`src/rtl/div_unit.sv`:
```
// div_unit: iterative RV32M divide/remainder (DIV, DIVU, REM, REMU).
// Radix-2 restoring division, one quotient bit per clock. A start/busy/done
// handshake faces the control unit, and the result plus destination index
// feed the register file write port.
// Optional build macro: DIV_ZERO_BYPASS_EN. When it is defined, a zero
// divisor or a signed overflow skips the iteration phase. Results are the
// same either way; only the latency changes.
module div_unit #(
  parameter int WIDTH = 32,
  parameter int RD_W  = 5
) (
  input  logic             i_CLK,
  input  logic             i_Reset,
  input  logic             i_Start,
  input  logic             i_Kill,
  input  logic [1:0]       i_Op,
  input  logic [WIDTH-1:0] i_RS1,
  input  logic [WIDTH-1:0] i_RS2,
  input  logic [RD_W-1:0]  i_Rd,
  output logic             o_Busy,
  output logic             o_Done,
  output logic [WIDTH-1:0] o_Result,
  output logic [RD_W-1:0]  o_Rd,
  output logic             o_WE3
);

  localparam int CNT_W = $clog2(WIDTH);

  typedef enum logic [1:0] {S_IDLE, S_CALC, S_FIX, S_DONE} state_t;

  state_t           state, state_nx;
  logic [CNT_W-1:0] cnt;
  logic             is_rem_q, sign_a_q, sign_b_q, div_zero_q;
  logic [RD_W-1:0]  rd_q;
  logic [WIDTH-1:0] divisor_q, rem_q, quot_q;

  // Operand preparation at issue time.
  // i_Op[0]=0 selects the signed ops, and i_Op[1]=1 selects the remainder ops.
  logic             in_signed, in_sa, in_sb, in_zero, bypass;
  logic [WIDTH-1:0] mag_a, mag_b;

  assign in_signed = ~i_Op[0];
  assign in_sa     = in_signed & i_RS1[WIDTH-1];
  assign in_sb     = in_signed & i_RS2[WIDTH-1];
  assign mag_a     = in_sa ? -i_RS1 : i_RS1;
  assign mag_b     = in_sb ? -i_RS2 : i_RS2;
  assign in_zero   = (i_RS2 == '0);

`ifdef DIV_ZERO_BYPASS_EN
  logic in_ovf;
  assign in_ovf = in_signed && (i_RS1 == {1'b1, {(WIDTH-1){1'b0}}}) && (i_RS2 == '1);
  assign bypass = in_zero | in_ovf;
`else
  assign bypass = 1'b0;
`endif

  // One restoring step: shift {rem,quot} left, then trial-subtract the
  // divisor using one extra bit so that the borrow shows up as the MSB.
  logic [WIDTH:0] shifted, diff;
  logic           take;

  assign shifted = {rem_q, quot_q[WIDTH-1]};
  assign diff    = shifted - {1'b0, divisor_q};
  assign take    = ~diff[WIDTH];

  // Sign fix-up and special-case selection for the final result.
  logic [WIDTH-1:0] q_fix, r_fix, result_fix;

  assign q_fix      = div_zero_q ? '1 : ((sign_a_q ^ sign_b_q) ? -quot_q : quot_q);
  assign r_fix      = sign_a_q ? -rem_q : rem_q;
  assign result_fix = is_rem_q ? r_fix : q_fix;

  // State register.
  always_ff @(posedge i_CLK or posedge i_Reset) begin
    if (i_Reset) state <= S_IDLE;
    else         state <= state_nx;
  end

  // Next-state logic. Kill overrides every other transition.
  always_comb begin
    // NOTE: assign a default before any branch so no path leaves state_nx unassigned (no latch).
    state_nx = state;
    if (i_Kill) begin
      state_nx = S_IDLE;
    end else begin
      unique case (state)
        S_IDLE: if (i_Start) state_nx = bypass ? S_FIX : S_CALC;
        S_CALC: if (cnt == '0) state_nx = S_FIX;
        S_FIX:  state_nx = S_DONE;
        S_DONE: state_nx = S_IDLE;
        default: state_nx = S_IDLE;
      endcase
    end
  end

  // Datapath: operand latch at issue, iteration in CALC, result register in FIX.
  always_ff @(posedge i_CLK or posedge i_Reset) begin
    // NOTE: every datapath register is flop-based and small, so all of them get the async clear.
    if (i_Reset) begin
      cnt        <= '0;
      is_rem_q   <= 1'b0;
      sign_a_q   <= 1'b0;
      sign_b_q   <= 1'b0;
      div_zero_q <= 1'b0;
      rd_q       <= '0;
      divisor_q  <= '0;
      rem_q      <= '0;
      quot_q     <= '0;
      o_Result   <= '0;
      o_Rd       <= '0;
    end else if (!i_Kill) begin
      // NOTE: non-blocking assignments keep every register updating from pre-edge values.
      unique case (state)
        S_IDLE: if (i_Start) begin
          cnt        <= CNT_W'(WIDTH - 1);
          is_rem_q   <= i_Op[1];
          sign_a_q   <= in_sa;
          sign_b_q   <= in_sb;
          div_zero_q <= in_zero;
          rd_q       <= i_Rd;
          divisor_q  <= mag_b;
          // With the bypass, preload the final magnitudes. For a zero divisor,
          // quot is all ones and rem is |a|. For overflow, quot is |a| and rem is 0.
          rem_q      <= (bypass && in_zero) ? mag_a : '0;
          quot_q     <= (bypass && in_zero) ? '1 : mag_a;
        end
        S_CALC: begin
          cnt    <= cnt - 1'b1;
          rem_q  <= take ? diff[WIDTH-1:0] : shifted[WIDTH-1:0];
          quot_q <= {quot_q[WIDTH-2:0], take};
        end
        S_FIX: begin
          o_Result <= result_fix;
          o_Rd     <= rd_q;
        end
        default: ;
      endcase
    end
  end

  // Handshake outputs decoded from the state.
  assign o_Busy = (state != S_IDLE);
  assign o_Done = (state == S_DONE);
  assign o_WE3  = o_Done & (o_Rd != '0);

endmodule

```
`config.mk`:
```
export PLATFORM = sky130hd
export DESIGN_NAME = div_unit
export DESIGN_NICKNAME = d
export VERILOG_FILES = /design/src/rtl/div_unit.sv
export SDC_FILE = /design/constraint.sdc
export NUM_CORES = 1
export LEC_CHECK = 0
export ABC_AREA = 1
export BUFFER_PORTS_ARGS = -buffer_cell sky130_fd_sc_hd__buf_4
export CAP_MARGIN = 20
export CORE_MARGIN = 10
export CORE_UTILIZATION = 51
export CTS_BUF_LIST = sky130_fd_sc_hd__clkbuf_4
export DETAILED_ROUTE_END_ITERATION = 16
export PLACE_DENSITY = 0.7
export SKIP_CTS_REPAIR_TIMING = 1
export SLEW_MARGIN = 20
export SYNTH_ARGS = -nofsm -noshare
export SYNTH_HDL_FRONTEND = slang
export SYNTH_SLANG_ARGS = --single-unit
```
`constraint.sdc`:
```
create_clock -name i_CLK -period 6.44 [get_ports i_CLK]
set_input_delay 0.644 -clock i_CLK [delete_from_list [all_inputs] [get_ports i_CLK]]
set_output_delay 0.644 -clock i_CLK [all_outputs]
set_load 0.01 [all_outputs]
```
After elaboration in Yosys (flattened, before gate mapping)

Cells that the tools add are included.

Logic and storage cells: 58
Input port bits: 75
Bits in registers: 149
Output and inout port bits: 40

Equality and inequality tests: 6
Bitwise logic cells: 7
Mux-type cells: 17
Reduce and logical (&&, ||, !) cells: 10
$add $sub $neg: 6

Operators by type and width:

| kind                | number |
|---|---|
| $mux 32             | 9 |
| $neg 32->32         | 4 |
| $pmux 32 s2         | 2 |
| $sub 33x32->33      | 1 |
| $logic_not 32->1    | 1 |
| $pmux 5 s2          | 1 |
| $pmux 2 s4          | 1 |
| $mux 2              | 3 |
| $ne 3x3->1 const B  | 2 |
| $reduce_and 3->1    | 2 |
| $logic_not 5->1     | 1 |
| $mux 5              | 1 |
| $reduce_bool 5->1   | 1 |
| $sub 5x1->5 const B | 1 |
| $eq 2x2->1 const B  | 2 |
| $reduce_and 2->1    | 2 |
| $reduce_bool 2->1   | 2 |
| $and 1x1->1         | 3 |
| $not 1->1           | 3 |
| $eq 2x1->1 const B  | 1 |
| $logic_not 2->1     | 1 |
| $ne 2x2->1 const B  | 1 |
| $xor 1x1->1         | 1 |

Depth between registers and ports, before layout

Gate-level depths: netlist of run 1.

Depth after elaboration: 5
Mapped depth: 18
Mapped depth without buffers: 17

Least setup slack after synthesis of run 1

No wires, ideal clock.

Path kind: register to register
Start: reg quot_q[31]
End: reg rem_q[17]
Setup time: 0.117 ns
Buffers on the path: 1
Data required time: 6.323 ns
Clock period less this slack: 2.201 ns
Path slack: 4.239 ns
Data arrival time: 2.084 ns
Cell stages (with the launch flop): 17
Cells stage by stage: dfrtp_1 -> inv_1 -> ha_1 -> fa_1 -> inv_1 -> nand2_1 -> nand2_1 -> nand3_1 -> nand2_2 -> nand2_2 -> nand2_4 -> nand2_4 -> nand3_4 -> buf_2 -> nand3_1 -> nand3_1 -> nand2_1

Cells in the longest elaborated chain, start to end: 3

Ends and longest elaborated chain:

| element                  | RTL line | source |
|---|---|---|
| start: declaration       | 35       | `logic [WIDTH-1:0] divisor_q, rem_q, quot_q;` |
| start signal: assignment | 125      | `quot_q <= (bypass && in_zero) ? '1 : mag_a;` |
| start signal: assignment | 130      | `quot_q <= {quot_q[WIDTH-2:0], take};` |
| $sub 33x32->33           | 63       | `assign diff = shifted - {1'b0, divisor_q};` |
| $mux 32                  | 129      | `rem_q <= take ? diff[WIDTH-1:0] : shifted[WIDTH-1:0];` |
| $pmux 32 s2              | 113      | `unique case (state)` |
| end signal: assignment   | 124      | `rem_q <= (bypass && in_zero) ? mag_a : '0;` |
| end signal: assignment   | 129      |  |
| end: declaration         | 35       |  |

No other way between the ends.
A chain may end at the register's enable or synchronous reset.

Worst setup path in the final report of run 1

Start: reg state[0]
End: reg quot_q[4]

Cells in the longest elaborated chain, start to end: 3
Elaborated cells on any way between the ends: 6
Classes of those cells: eq/ne: 2; mux: 1; reduce/logical: 3

Ends and longest elaborated chain:

| element                                                          | RTL line | source |
|---|---|---|
| start: declaration                                               | 31       | `state_t state, state_nx;` |
| start signal: assignment                                         | 76       | `else state <= state_nx;` |
| $eq 2x1->1 / $logic_not 2->1 (equally long branches)             | 113      |  |
| $reduce_bool 2->1 (no line) / $ne 2x2->1 (equally long branches) | n/a      |  |
| $reduce_and 3->1 (no line)                                       | n/a      |  |

Several ways; a longest one is shown, not always the timed one.

==> impl_metrics.env, run 1 <==
export IMPL_start_util_pct=52.2
export IMPL_ys_ff_latch=149
export IMPL_fill_cells=2507
export IMPL_setup_viol=0
export IMPL_rows=57
export IMPL_worstPathRequired_ps=6900
export IMPL_maxCapViolCount=0
export IMPL_seqCellArea_sq_mm=0.00373
export IMPL_placed_area_sq_mm=0.0138
export IMPL_antenna_found_initial=1
export IMPL_worst_setup_path_start_kind="flip-flop"
export IMPL_fp_coreArea_sq_mm=0.0245
export IMPL_nets=2272
export IMPL_status="finished clean"
export IMPL_maxSlewHeadroom_pct=29.3
export IMPL_hold_path_class="input port to asynchronous set/reset pin"
export IMPL_crit_path_end="quot_q[4]$_DFFE_PP0P_"
export IMPL_synth_edff_count=0
export IMPL_ys_flop_type="dfrtp_1"
export IMPL_clock_path_buffers=2
export IMPL_synth_distinct_cells=48
export IMPL_dp_hpwl_um=34900
export IMPL_final_util_pct=57.6
export IMPL_cts_tree="yes"
export IMPL_fin_crit_sh_pct=56.2
export IMPL_ir_drop_mv=0.205
export IMPL_period_needed_ps=3620
export IMPL_worst_path_most_repeated_cell="inv_1"
export IMPL_port_buffers=114
export IMPL_vias=13800
export IMPL_reg2reg_slack_ps=2820
export IMPL_final_area_sq_mm=0.0141
export IMPL_synth_async_reset_ratio_pct=100
export IMPL_ant_nets=0
export IMPL_drcViolationCount=0
export IMPL_fmax_mhz=276
export IMPL_p_leak_nw=7.69
export IMPL_worstSkewPairLatency_ps=590
export IMPL_synth_warnings=0
export IMPL_cp_max_fo=29
export IMPL_crit_path_start="state[0]$_DFFE_PP0P_"
export IMPL_syn_inst=2077
export IMPL_hold_violations=0
export IMPL_cts_buffers=17
export IMPL_firstDrtPassIters=6
export IMPL_first_global_vias=12800
export IMPL_critPathMaxStageDelay_ps=770
export IMPL_pin_count=115
export IMPL_synth_nets=2195
export IMPL_cts_num_sinks=149
export IMPL_reg2reg_depth=8
export IMPL_yosysSeqAreaShare_pct=29.2
export IMPL_layout_cells_non_filler=2492
export IMPL_avgSynthCellArea_sq_um=6.15
export IMPL_grt_pass1_wl_um=69700
export IMPL_cts_max_level=4
export IMPL_via_per_inst=5.54
export IMPL_gp_congestion=0.966
export IMPL_routed_wl_um=44000
export IMPL_dieArea_sq_mm=0.0318
export IMPL_drive_above_1_share_pct=8.81
export IMPL_critical_path_class="flip-flop to flip-flop"
export IMPL_path_clk_slew_ps=160
export IMPL_syn_to_final_growth_pct=10.3
export IMPL_fp_dieW_um=178
export IMPL_cp_arrival_ps=4080
export IMPL_drtIter0Drc=1611
export IMPL_worst_slew_pin_slew_ps=1060
export IMPL_crit_slowest_cell="nor2_2"
export IMPL_cts_root_buf="clkbuf_4"
export IMPL_final_setup_tns_ps=0
export IMPL_multiInputGateArea_sq_mm=0.00763
export IMPL_slew_violations=0
export IMPL_track_usage_pct=27.8
export IMPL_powerDensity_mw_per_mm2=442
export IMPL_worst_r2r_endpoint="quot_q[4]$_DFFE_PP0P_"
export IMPL_grt_overflow_total=0
export IMPL_cp_cell_sequence="inv_1, ha_1, inv_1, nor3_4, inv_1, nor2_2, inv_2, o221ai_1"
export IMPL_synthesis_area_sq_mm=0.0128
export IMPL_grt_max_degree=86
export IMPL_routedWlPerCell_um=17.6
export IMPL_rsz0062_at_grt="no"
export IMPL_placedCellCount=2459
export IMPL_fp_dieH_um=178
export IMPL_critPathCaptureType="flip-flop"
export IMPL_skew_ps=31.3
export IMPL_r2r_start="state[0]$_DFFE_PP0P_"
[layout make-up]
cell class,count,share of cell area (%)
tap,324,2.88
multi-input combinational,1558,54.2
antenna,1,0.0178
timing repair buffer,121,6.44
sequential,149,26.5
clock inverter,14,0.879
inverter,307,8.21
clock buffer,18,0.959
[kinds of logic (layout without fill, tap and decap cells)]
family | Yosys count | count (layout) | synth area share, %
AND/OR/NAND/NOR | 1207 | 1207 | 40.5
AO/OA/AOI/OAI | 265 | 265 | 11.8
XOR/XNOR | 43 | 43 | 2.95
adder cells (fa/ha/maj) | 43 | 43 | 4.27
flip-flops | 149 | 149 | 29.2
buffers and inverters | 370 | 460 | 11.2
other | 0 | 1 | 0
[cell usage after synthesis (9+ instances only)]
library cell	count	area (sq um)
nand2_1	673	2530
inv_1	303	1140
nand3_1	237	1190
nor2_1	193	724
dfrtp_1	149	3730
o21ai_0	111	556
a21oi_1	71	355
clkbuf_1	44	165
ha_1	42	526
xor2_1	32	280
nand4_1	24	150
nand3b_1	23	173
o22ai_1	21	131
nor3_1	16	80.1
o21bai_1	16	120
a31oi_1	13	81.3
buf_2	13	65.1
o221ai_1	13	114
xnor2_1	11	96.3
nand2_2	9	56.3
[cells in the final DEF (no fill, tap or decap), types with 2 or more instances in the layout]
master      count
nand3_2         2
inv_1         302
nand4_1        24
clkinv_1        5
nand2_4         5
and2_1          2
nor3_1         16
xnor2_1        11
o221ai_1       13
clkinv_4        2
nor4_1          3
inv_6           5
inv_2           3
o211ai_1        6
clkbuf_4       18
buf_4         121
o21ai_1         3
nor2_4          2
nand3_1       237
nand2_1       673
nor2_1        192
nand2_2         9
dfrtp_1       149
nor3_4          3
nand3b_1       23
a21o_1          3
o22ai_1        21
xor2_1         32
o31ai_1         3
or2_2           5
o21ai_0       111
a21oi_1        70
ha_1           42
o21bai_1       16
nor2_2          6
clkinvlp_4      2
a31oi_1        13
a21oi_4         2
[report_power, final]
part           internal (W)  total [W]  switching, W
clock              0.000199   0.000582      0.000383
combinational       0.00129    0.00394       0.00265
sequential          0.00131    0.00170      0.000390
[critical path, delay by kind of cell (launching register included)]
family,cells,cell delay [ps]
AND/OR/NAND/NOR,2,1440
buffers and inverters,4,1140
flip-flops,1,430
adder cells (fa/ha/maj),1,200
AO/OA/AOI/OAI,1,270
[layer usage]
metal / GRT usage [%] / routed length (um) / vias to the layer above
li1: - / - / 6804
met5: 0 / 0 / -
met1: 40.5 / 20600 / 6338
met4: 7.61 / 963 / 0
met2: 40.7 / 18500 / 597
met3: 5.67 / 3870 / 56
[metrics by stage]
step | setup slack (ps) | total power, W | hold slack, ps
CTS | 2820 | 0.00614 | 218
global route | 2500 | 0.00677 | 230
finish | 2820 | 0.00623 | 194
floorplan | 1790 | 0.00429 | 449
detailed placement | 2720 | 0.00555 | 467
global placement | 2750 | 0.00551 | 465
[worst min path at each step]
stage | cells past startpoint | endpoint | slack, ps | startpoint
after floorplan | 2 | divisor_q[26]$_DFFE_PP0P_ | 450 | divisor_q[26]$_DFFE_PP0P_
after global routing | 2 | o_Result[29]$_DFFE_PP0P_ | 230 | i_Reset
final | 2 | o_Result[22]$_DFFE_PP0P_ | 190 | i_Reset
after global placement | 2 | o_Result[30]$_DFFE_PP0P_ | 460 | o_Result[30]$_DFFE_PP0P_
after detailed placement | 2 | o_Result[24]$_DFFE_PP0P_ | 470 | o_Result[24]$_DFFE_PP0P_
after CTS | 2 | o_Result[22]$_DFFE_PP0P_ | 220 | i_Reset
[sequential cells by signal, summed over array words and instances (netlist names)]
register	cells
o_Result	32
state	2
quot_q	32
rd_q	5
divisor_q	32
sign_a_q	1
div_zero_q	1
rem_q	32
sign_b_q	1
o_Rd	5
is_rem_q	1
cnt	5
(Power assumes the default switching activity.)
==> inputs of run 2 (changes only) <==
Settings changed: ABC_AREA 1 to 0, PLACE_DENSITY 0.7 to 0.71.
Clock period 6.44 ns to 3.4 ns, I/O delays scaled along.
==> impl_metrics.env, run 2 <==
export IMPL_p_leak_nw=5.66
export IMPL_drtIter0Drc=669
export IMPL_cts_buffers=17
export IMPL_first_global_vias=9419
export IMPL_period_needed_ps=3230
export IMPL_synth_nets=1343
export IMPL_hold_violations=0
export IMPL_yosys_cell_count_top_type="dfrtp_1"
export IMPL_min_path_cells=3
export IMPL_hold_ws_ps=31.7
export IMPL_hold_start="i_RS2[29]"
export IMPL_ys_ff_latch=149
export IMPL_final_cell_mix="149 x dfrtp_1, 148 x buf_4, 132 x nand2_1"
export IMPL_synth_area_leaders="dfrtp_1 35%, xor2_1 6.3%, xnor2_1 6.1%"
export IMPL_reg2reg_depth=12
export IMPL_final_setup_tns_ps=0
export IMPL_synth_warnings=0
export IMPL_ir_drop_mv=0.530
export IMPL_cts_num_sinks=149
export IMPL_pwr_share_comb_pct=61.3
export IMPL_critical_path_class="flip-flop to flip-flop"
export IMPL_antenna_found_initial=1
export IMPL_critPathCaptureType="flip-flop"
export IMPL_worst_r2r_endpoint="rem_q[28]$_DFFE_PP0P_"
export IMPL_hold_path_class="input port to flip-flop"
export IMPL_pin_count=115
export IMPL_firstDrtPassIters=6
export IMPL_final_common_cell="dfrtp_1"
export IMPL_switchingPower_w=0.00547
export IMPL_fp_coreArea_sq_mm=0.0204
export IMPL_drcViolationCount=0
export IMPL_grt_max_degree=77
export IMPL_syn_to_final_growth_pct=16.6
export IMPL_vias=9627
export IMPL_powerDensity_mw_per_mm2=914
export IMPL_yosysTopAreaCell="dfrtp_1"
export IMPL_seqPwrFrac_pct=28.8
export IMPL_synthesis_area_sq_mm=0.0106
export IMPL_final_util_pct=60.6
export IMPL_worst_slew_pin_slew_ps=1120
export IMPL_routed_wl_um=29100
export IMPL_fmax_mhz=310
export IMPL_ant_nets=0
export IMPL_via_per_inst=5.95
export IMPL_worstSkewPairLatency_ps=590
export IMPL_cts_max_level=4
export IMPL_avgSynthCellArea_sq_um=8.65
export IMPL_maxCapViolCount=0
export IMPL_fin_crit_sh_pct=95.0
export IMPL_cts_tree="yes"
export IMPL_synth_distinct_cells=63
export IMPL_syn_inst=1225
export IMPL_rsz0062_at_grt="no"
export IMPL_reg2reg_slack_ps=170
export IMPL_start_util_pct=52.0
export IMPL_status="finished clean"
export IMPL_p_clk_share_pct=9.9
export IMPL_port_buffers=114
export IMPL_holdPathEnd="divisor_q[29]$_DFFE_PP0P_"
export IMPL_ys_flop_type="dfrtp_1"
export IMPL_synth_async_reset_ratio_pct=100
export IMPL_worst_setup_path_start_kind="flip-flop"
export IMPL_routedWlPerCell_um=18.0
export IMPL_grt_pass1_wl_um=47200
export IMPL_dp_hpwl_um=21500
export IMPL_r2r_start="divisor_q[0]$_DFFE_PP0P_"
export IMPL_fp_dieW_um=164
export IMPL_maxSlewHeadroom_pct=25.5
export IMPL_clock_path_buffers=2
export IMPL_gp_congestion=0.873
export IMPL_crit_path_start="divisor_q[0]$_DFFE_PP0P_"
export IMPL_cp_arrival_ps=3720
export IMPL_drive_above_1_share_pct=16.9
export IMPL_internal_power_w=0.00582
export IMPL_swShare_pct=48.5
export IMPL_yosysSeqAreaShare_pct=35.2
export IMPL_nets=1451
export IMPL_slew_violations=0
export IMPL_cp_max_fo=7
export IMPL_path_clk_slew_ps=140
export IMPL_track_usage_pct=21.3
export IMPL_setup_viol=0
export IMPL_yosys_top_cells_count="149 x dfrtp_1, 132 x nand2_1, 108 x o21ai_0"
export IMPL_grt_overflow_total=0
export IMPL_synth_top_area_share_pct=35.2
export IMPL_dieArea_sq_mm=0.0269
export IMPL_skew_ps=21.4
export IMPL_synth_edff_count=0
export IMPL_fp_dieH_um=164
export IMPL_worstPathRequired_ps=3890
export IMPL_cts_root_buf="clkbuf_4"
export IMPL_rows=52
run 2: cell count changes after synthesis, moves of 21 or more:
cell	previous run	this run
a21o_1	3	40
o311ai_1	0	29
nand2_1	673	132
o211ai_1	6	34
a22oi_1	0	28
nand4_1	24	3
nor2_1	193	54
nand3_1	237	6
inv_1	303	58
xnor2_1	11	74
o31ai_1	3	25
nand3b_1	23	1
xor2_1	32	76
a221oi_1	0	28
run 2: how the worst max path moves through the flow:
stage,end,cells past startpoint
finish,rem_q[28]$_DFFE_PP0P_,12
global route,rem_q[22]$_DFFE_PP0P_,12
CTS,rem_q[4]$_DFFE_PP0P_,12
detailed placement,rem_q[22]$_DFFE_PP0P_,12
global placement,rem_q[5]$_DFFE_PP0P_,12
floorplan,rem_q[26]$_DFFE_PP0P_,14
run 2: power groups by stage:
stage | clock (W) | sequential (W) | combinational (W)
finish | 0.00112 | 0.00325 | 0.00692
detailed placement | 0 | 0.00327 | 0.00667
global placement | 0 | 0.00325 | 0.00655
global route | 0.00122 | 0.00335 | 0.00769
floorplan | 0 | 0.00314 | 0.00483
CTS | 0.00114 | 0.00324 | 0.00672
run 2: kinds of logic after synthesis:
family          after synthesis  share of synthesized area (%)
compound gates              423                           26.6
xor+xnor                    150                           12.4
fa+ha+maj                    43                           5.15
buf+inv                     129                           4.64
flops                       149                           35.2
mux                          16                           1.64
simple gates                315                           14.4
run 2: routing by layer:
| layer | wire length (um) | vias to the layer above | global-route usage [%] |
|---|---|---|---|
| met3 | 1340 | 50 | 3.80 |
| met2 | 14700 | 256 | 36.8 |
| met1 | 12500 | 4623 | 26.4 |
| li1 | - | 4698 | - |
| met5 | 0 | - | 0 |
| met4 | 639 | 0 | 6.54 |
run 2: layout make-up:
class / count / area, sq um
fill: 1806 / 8020
inverter: 58 / 221
timing repair buffer: 160 / 1250
clock inverter: 15 / 148
tap: 270 / 338
clock buffer: 17 / 128
multi-input combinational: 947 / 6530
antenna: 1 / 2.50
sequential: 149 / 3730
run 2: worst max-delay path, stage by stage (launching register included):
cell	delay [ps]
dfrtp_1	400
ha_1	230
fa_2	350
nand2b_1	180
a21o_1	200
a21o_1	220
a2111oi_4	430
o2111ai_2	180
nand3_2	130
a21oi_2	70
or2_4	270
buf_4	180
o311ai_1	290
run 2: stage by stage:
step | total power [W] | area, sq um | instances | setup slack [ps]
final | 0.0113 | 12300 | 1617 | 170
after global routing | 0.0123 | 12300 | 1617 | 35.7
after CTS | 0.0111 | 12100 | 1606 | -58.4
after detailed placement | 0.00994 | 11800 | 1574 | -7.34
after global placement | 0.00980 | 11800 | 1574 | 164
after floorplan | 0.00798 | 10600 | 1225 | 119
==> inputs of run 3 (changes only) <==
Settings changed: CELL_PAD_IN_SITES_DETAIL_PLACEMENT set to 1, CELL_PAD_IN_SITES_GLOBAL_PLACEMENT set to 2, CORE_UTILIZATION 51 to 38, PLACE_DENSITY 0.71 to not set, PLACE_DENSITY_LB_ADDON set to 0.1.
==> impl_metrics.env, run 3 (synthesized netlist as in run 2, its figures left out) <==
export IMPL_status="finished clean"
export IMPL_cp_cell_sequence="ha_1, fa_2, nand2b_4, a21o_1, a21o_1, a2111oi_4, o2111ai_2, nand3_2, a21oi_2, or2_4, buf_12, o311ai_1"
export IMPL_worstSkewPairLatency_ps=610
export IMPL_drtIter0Drc=550
export IMPL_cts_max_level=4
export IMPL_hold_path_class="input port to flip-flop"
export IMPL_placedCellCount=1691
export IMPL_final_cell_mix="156 x buf_4, 149 x dfrtp_1, 132 x nand2_1"
export IMPL_cts_num_sinks=149
export IMPL_skew_ps=31.1
export IMPL_worst_path_most_repeated_cell="a21o_1"
export IMPL_ant_nets=0
export IMPL_r2r_start="divisor_q[0]$_DFFE_PP0P_"
export IMPL_grt_pass1_wl_um=54200
export IMPL_fp_dieW_um=187
export IMPL_reg2reg_depth=12
export IMPL_rows=61
export IMPL_grt_overflow_total=0
export IMPL_worst_r2r_endpoint="rem_q[4]$_DFFE_PP0P_"
export IMPL_antenna_found_initial=3
export IMPL_fill_cells=3322
export IMPL_layout_cells_non_filler=1734
export IMPL_nets=1460
export IMPL_drcViolationCount=0
export IMPL_cts_buffers=17
export IMPL_cts_tree="yes"
export IMPL_fp_coreArea_sq_mm=0.0276
export IMPL_worstPathRequired_ps=3880
export IMPL_hold_start="i_RS2[13]"
export IMPL_vias=9678
export IMPL_holdPathEnd="divisor_q[13]$_DFFE_PP0P_"
export IMPL_routedWlPerCell_um=19.1
export IMPL_port_buffers=114
export IMPL_cp_arrival_ps=3730
export IMPL_dieArea_sq_mm=0.0349
export IMPL_setup_viol=0
export IMPL_slew_violations=0
export IMPL_dp_hpwl_um=24700
export IMPL_critPathCaptureType="flip-flop"
export IMPL_p_leak_nw=5.69
export IMPL_critPathMaxStageDelay_ps=430
export IMPL_via_per_inst=5.58
export IMPL_clock_path_buffers=2
export IMPL_first_global_vias=10300
export IMPL_path_clk_slew_ps=140
export IMPL_fp_dieH_um=187
export IMPL_worst_setup_path_start_kind="flip-flop"
export IMPL_powerDensity_mw_per_mm2=917
export IMPL_crit_slowest_cell="a2111oi_4"
export IMPL_track_usage_pct=18.7
export IMPL_maxSlewHeadroom_pct=33.9
export IMPL_ir_drop_mv=0.459
export IMPL_cts_root_buf="clkbuf_4"
export IMPL_fmax_mhz=308
export IMPL_gp_congestion=0.841
export IMPL_syn_to_final_growth_pct=18.0
export IMPL_min_path_cells=3
export IMPL_firstDrtPassIters=5
export IMPL_pin_count=115
export IMPL_routed_wl_um=33100
export IMPL_final_common_cell="buf_4"
export IMPL_maxCapViolCount=0
export IMPL_drive_above_1_share_pct=16.8
export IMPL_cp_max_fo=26
export IMPL_total_power_w=0.0115
export IMPL_setup_slack_ps=153
export IMPL_hold_violations=0
export IMPL_grt_max_degree=117
export IMPL_fin_crit_sh_pct=95.5
export IMPL_start_util_pct=38.3
export IMPL_pre_cts_ws_ps=-61.1
export IMPL_reg2reg_slack_ps=150
export IMPL_period_needed_ps=3250
export IMPL_worst_slew_pin_slew_ps=992
export IMPL_critical_path_class="flip-flop to flip-flop"
export IMPL_rsz0062_at_grt="no"
[run 3: cell count changes in the layout (fill, tap and decap cells not counted), sizes merged]
cell	before	now
clkbuf	17	18
buf	151	160
clkinvlp	3	5
clkinv	6	7
inv	63	58
bufinv	1	2
[run 3: layer usage]
metal	GRT usage (%)	vias up	routed length, um	part of all wire (%)
met1	23.9	4848	15300	46
met3	2.68	31	700	2.1
met5	0	-	0	0
met4	4.84	0	525	1.6
met2	32.4	105	16600	50
li1	-	4694	-	-
[run 3: how the worst max path moves through the flow]
stage	startpoint	to	slack, ps
3_3_place_gp	divisor_q[0]$_DFFE_PP0P_	rem_q[4]$_DFFE_PP0P_	90
2_1_floorplan	quot_q[31]$_DFFE_PP0P_	rem_q[26]$_DFFE_PP0P_	120
5_1_grt	quot_q[31]$_DFFE_PP0P_	rem_q[15]$_DFFE_PP0P_	6
4_1_cts	divisor_q[0]$_DFFE_PP0P_	rem_q[4]$_DFFE_PP0P_	-110
6_report	divisor_q[0]$_DFFE_PP0P_	rem_q[4]$_DFFE_PP0P_	150
3_5_place_dp	divisor_q[0]$_DFFE_PP0P_	rem_q[16]$_DFFE_PP0P_	-60
[run 3: final cells by class]
cell class,instances,area [sq um],share of cell area [%]
multi-input combinational,947,6480,51.8
antenna,1,2.50,0.0200
timing repair buffer,169,1320,10.6
tap,378,473,3.78
clock buffer,18,135,1.08
clock inverter,14,136,1.09
sequential,149,3730,29.8
inverter,58,221,1.77
[run 3: stage by stage]
stage	utilization [%]	hold WS (ps)	setup TNS, ps	cell area [sq um]
6_report	45.2	24.8	0	12500
5_1_grt	45.2	1.81	0	12500
3_5_place_dp	43.5	467	-370	12000
4_1_cts	44.5	-140	-1870	12300
2_1_floorplan	-	436	0	10600
3_3_place_gp	43.5	461	0	12000
[run 3: power by group]
part	internal, W	switching [W]	leakage (nW)
combinational	0.00298	0.00411	3.64
clock	0.000436	0.000703	0.141
sequential	0.00250	0.000737	1.90
total	0.00592	0.00555	5.69
[run 3: critical path, delay by kind of cell, from the launching register on]
family	cells	cell delay (ps)
buffers and inverters	1	180
and+or+nand+nor	3	550
DFF	1	410
adders and majority gates	2	600
AOI/OAI and AO/OA	6	1370
